## src/rtl/shift_tx_sequencer.sv

```systemverilog
// shift_tx_sequencer: serializes one WIDTH-bit word at a time by commanding an
// external universal shift register (select/p_din/fill bits) and reading its
// parallel output back (sr_q) to form ser_out.
// Latency: accept edge -> LOAD -> first ser_valid 2 cycles later. A word holds
// the block for 1+WIDTH+GAP_CYCLES+1 cycles before in_ready returns.
// Backpressure: in_ready is high only in IDLE. in_valid is ignored otherwise.
// Ports: clk, rst (async active-low), in_valid/in_ready/in_data/dir (word
// upstream), sr_q (shift register feedback), select/p_din/s_left_din/
// s_right_din (shift register command), ser_out/ser_valid, busy, done.
module shift_tx_sequencer #(
  parameter int WIDTH      = 4,
  parameter int GAP_CYCLES = 1
) (
  input  logic             clk,
  input  logic             rst,
  input  logic             in_valid,
  output logic             in_ready,
  input  logic [WIDTH-1:0] in_data,
  input  logic             dir,
  input  logic [WIDTH-1:0] sr_q,
  output logic [1:0]       select,
  output logic [WIDTH-1:0] p_din,
  output logic             s_left_din,
  output logic             s_right_din,
  output logic             ser_out,
  output logic             ser_valid,
  output logic             busy,
  output logic             done
);

  localparam int CW = $clog2(WIDTH) + 1;
  localparam int GW = $clog2(GAP_CYCLES + 1) + 1;

  typedef enum logic [2:0] {
    IDLE,
    LOAD,
    SHIFT,
    GAP,
    DONE
  } state_t;

  state_t          state;
  logic [WIDTH-1:0] word_q;
  logic             dir_q;
  logic [CW-1:0]    bit_cnt;
  logic [GW-1:0]    gap_cnt;

  // Only the end bits of sr_q feed ser_out; the rest is deliberately ignored.
  logic sr_q_unused;
  assign sr_q_unused = ^sr_q;

  always_ff @(posedge clk or negedge rst) begin
    if (!rst) begin
      state   <= IDLE;
      word_q  <= '0;
      dir_q   <= 1'b0;
      bit_cnt <= '0;
      gap_cnt <= '0;
    end else begin
      case (state)
        IDLE: begin
          if (in_valid) begin
            word_q <= in_data;
            dir_q  <= dir;
            state  <= LOAD;
          end
        end
        LOAD: begin
          bit_cnt <= '0;
          state   <= SHIFT;
        end
        SHIFT: begin
          bit_cnt <= bit_cnt + CW'(1);
          // The shift issued in the cycle with count WIDTH-1 is the last one.
          if (bit_cnt == CW'(WIDTH - 1)) begin
            gap_cnt <= '0;
            state   <= (GAP_CYCLES > 0) ? GAP : DONE;
          end
        end
        GAP: begin
          // Only reachable when GAP_CYCLES > 0, so the compare value is valid.
          if (gap_cnt == GW'(GAP_CYCLES - 1)) begin
            state <= DONE;
          end else begin
            gap_cnt <= gap_cnt + GW'(1);
          end
        end
        DONE: begin
          state <= IDLE;
        end
        default: begin
          state <= IDLE;
        end
      endcase
    end
  end

  // Moore decode of the state register. in_ready is qualified by rst so it is
  // low during reset yet high in the very first cycle after release.
  always_comb begin
    in_ready  = 1'b0;
    select    = 2'b00;
    ser_valid = 1'b0;
    busy      = 1'b1;
    done      = 1'b0;
    case (state)
      IDLE: begin
        in_ready = rst;
        busy     = 1'b0;
      end
      LOAD: begin
        select = 2'b11;
      end
      SHIFT: begin
        select    = dir_q ? 2'b01 : 2'b10;
        ser_valid = 1'b1;
      end
      GAP: begin
        select = 2'b00;
      end
      DONE: begin
        done = 1'b1;
      end
      default: begin
        busy = 1'b0;
      end
    endcase
  end

  assign p_din       = word_q;
  assign s_left_din  = 1'b0;
  assign s_right_din = 1'b0;
  assign ser_out     = ser_valid & (dir_q ? sr_q[0] : sr_q[WIDTH-1]);

endmodule

```

## config.mk

```make
export PLATFORM = sky130hd
export DESIGN_NAME = shift_tx_sequencer
export DESIGN_NICKNAME = d
export VERILOG_FILES = /design/src/rtl/shift_tx_sequencer.sv
export SDC_FILE = /design/constraint.sdc
export NUM_CORES = 1
export LEC_CHECK = 0
export CAP_MARGIN = 40
export CELL_PAD_IN_SITES_DETAIL_PLACEMENT = 1
export CELL_PAD_IN_SITES_GLOBAL_PLACEMENT = 1
export CORE_MARGIN = 5
export CORE_UTILIZATION = 35
export CTS_CLUSTER_DIAMETER = 60
export CTS_CLUSTER_SIZE = 14
export DETAILED_ROUTE_END_ITERATION = 16
export PLACE_DENSITY_LB_ADDON = 0.1
export SLEW_MARGIN = 10
export SYNTH_ARGS = -nofsm -noshare
export SYNTH_HDL_FRONTEND = slang
export SYNTH_SLANG_ARGS = --single-unit
export TNS_END_PERCENT = 10
```

## constraint.sdc

```tcl
create_clock -name clk -period 3.35 [get_ports clk]
set_input_delay 0.67 -clock clk [delete_from_list [all_inputs] [get_ports clk]]
set_output_delay 0.67 -clock clk [all_outputs]
set_load 0.005 [all_outputs]
```

==> summary.txt <==
GRT
  • Vias in the first global route: 618
  • Grt ovf: 0
  • Largest net degree at the start of global routing: 19
  • Global-route wire length before repair: 2.93 mm
  • GRT Resource Usage Total: 11.4%
  • Initial antenna violation count: 0

Timing
  • Fin crit period: 2.58 ns
  • Slew headroom: 62.0%
  • Worst Max-Slew Pin Slew: 0.571 ns
  • RSZ-0062 raised after global routing: false
  • Final Cycle Share: 77.1%
  • Slew Viols, Final: 0
  • Fmax achieved: 387 MHz
  • Fin worst setup slack: 0.766 ns
  • Final Skew: 0.00479 ns
  • Final Hold Viols: 0
  • Final TNS setup: 0 ns
  • Final setup viols: 0

Floorplan
  • Cell Rows: 17
  • # IOs: 25
  • Die Y: 57.1 um
  • Die Wd: 57.1 um
  • DIE AREA: 3260 um2
  • Initial core utilization: 35.8%
  • Core area: 2170 um2

CTS
  • Cts repair resizes: 0
  • Num CTS Buffers: 3
  • Hold Buf Count CTS: 0
  • Clk sink count: 13
  • CTS root buf: clkbuf_4
  • Clock buffer depth: 2
  • CTS tree: done
  • CTS HTree Levels: 1
  • Clk pin slew, worst setup/hold paths: 0.08 ns
  • Post-CTS Setup Inserts: 0
  • Skew-Pair Late Insertion Delay: 0.27 ns

Synthesis
  • Register area share after synthesis: 41.9%
  • Commonest cells in the netlist: dfrtp_1, nand2_1, mux2_4
  • Post-Syn Area: 777 um2
  • Synth cell types: 30
  • Flops & latches, synth: 13
  • Synth area leader: dfrtp_1
  • Gate Count Post-Synth: 79
  • Asr flop ratio synth: 100%
  • Avg Cell Area, Syn: 9.84 um2
  • Most common cell in the synthesized netlist: dfrtp_1
  • Share of the synthesized area in the top cell type: 41.9%
  • Post-synth EDFFs: 0
  • Warnings, synthesis: 0
  • Synth area leaders: dfrtp_1, mux2_4, ha_1
  • Synth Flop Type: dfrtp_1

Detailed routing
  • Detailed Route WL: 1.77 mm
  • Wire length per cell: 14.1 um
  • Post-route ant nets: 0
  • DR DRC count: 0
  • DR vias/cell: 4.87
  • Initial drt markers: 9
  • Total number of vias: 613
  • DR pass1 iterations: 4

Placement
  • Hpwl dp: 1.31 mm
  • Final weighted congestion in routability-driven placement: 0.745
  • IO Port Bufs: 20
  • Worst slack, placed: 0.808 ns

Final layout
  • P&R area growth vs syn: 29.0%
  • Util after Layout: 46.2%
  • Layout cells sized above 1: 10.2%
  • Fillcell total: 263
  • Final net count: 114
  • # diodes: 0

Hold path
  • Hold WC Path Type: register to register
  • Hold Crit Start: p_din[1]
  • WHS Path Cells: 1

Run
  • Max Cap Violations: 0

Setup path
  • Worst R2R Path Depth: 3
  • Worst Path Arrival: 1.91 ns
  • WP data required: 2.68 ns
  • Crit Path Category: register to output pin
  • Setup crit start kind: register
  • CP Capture Type: output pin
  • CP startpoint: state[0]
  • R2r startpoint: state[2]
  • CP Max Fanout: 15

Status
  • Status: completed

Pwr
  • Maximum resistive drop on vdd: 0.000401 V
  • Power per standard cell area: 845 nW/um2
  • LEAKAGE: 0.421 nW
cells by family (layout without fill, tap and decap cells):
kind of cell    after synthesis  count (layout)  synth area share (%)
flops                        13              13                  41.9
xor+xnor                      1               1                  1.13
buf+inv                      12              30                  8.53
fa+ha+maj                     3               3                  4.83
other cells                   1               2                 0.483
mux                           7               7                  12.2
simple gates                 28              28                  19.3
compound gates               14              14                  11.6
where the power goes:
group / total, mW / internal (mW) / switching (mW)
Clock: 0.0966 / 0.0461 / 0.0505
Combinational: 0.433 / 0.280 / 0.153
Sequential: 0.317 / 0.218 / 0.0990
layout make-up:
cell class	instances	area [um2]	share of cell area, %
Clock buffer	4	26.3	2.62
Sequential cell	13	325	32.5
Multi-Input combinational cell	55	389	38.8
Timing Repair Buffer	21	208	20.7
Tap cell	28	35.0	3.50
Inverter	5	18.8	1.87
routing by layer:
metal  track usage, %  vias to the layer above  wire length [um]
met2             16.3                       12               841
li1                 -                      301                 -
met3             2.94                        2                54
met1             16.6                      298               856
met5                0                        -                 0
met4             3.97                        0                18
through the flow:
step	power (mW)	hold WS, ns	cells	instance area, um2
3_3_place_gp	0.747	0.490	122	976
6_report	0.847	0.516	126	1000
5_1_grt	0.916	0.541	126	1000
4_1_cts	0.863	0.522	126	1000
3_5_place_dp	0.756	0.496	122	976
2_1_floorplan	0.565	0.374	80	781
path summary, 6_finish.rpt:
| path | slack [ns] | endpoint |
|---|---|---|
| setup / recovery | 0.77 | select[1] |
| hold / removal | 0.52 | p_din[1] |
| setup reg to reg | 1.68 | p_din[2] |
| hold reg to reg | 0.52 | p_din[1] |
| max in group asynchronous | 2.42 | bit_cnt[0] |
| min in group asynchronous | 0.76 | state[1] |
worst max-delay path, cell delays in order (launching register included):
cell and delay [ns]:
dfrtp_1 0.54, nand2b_1 0.29, o21a_1 0.21, nor2_1 0.09
clkdlybuf4s50_1 0.52
cells in the final DEF (no fill, tap or decap):
master           instances
buf_4                    1
nor2b_1                  1
dfrtp_1                 13
nand2_1                  6
and2_1                   3
inv_1                    4
o21a_1                   1
a2bb2oi_1                1
o21ai_0                  4
or3_1                    1
clkbuf_4                 3
a22o_1                   1
a21oi_1                  3
and3_1                   1
xnor2_1                  1
nand2b_1                 4
conb_1                   2
a21o_1                   1
nor3_1                   4
clkbuf_1                 1
nor3b_1                  3
clkdlybuf4s50_1         20
ha_1                     3
inv_2                    1
nand3b_1                 1
mux2_4                   5
nor2_1                   4
a211oi_1                 2
o31ai_1                  1
mux2i_1                  2
registers in the layout, summed over array words and instances (netlist names):
| name | flops |
|---|---|
| p_din | 4 |
| bit_cnt | 3 |
| state | 3 |
| gap_cnt | 2 |
| dir_q | 1 |
(Power assumes the default switching activity.)
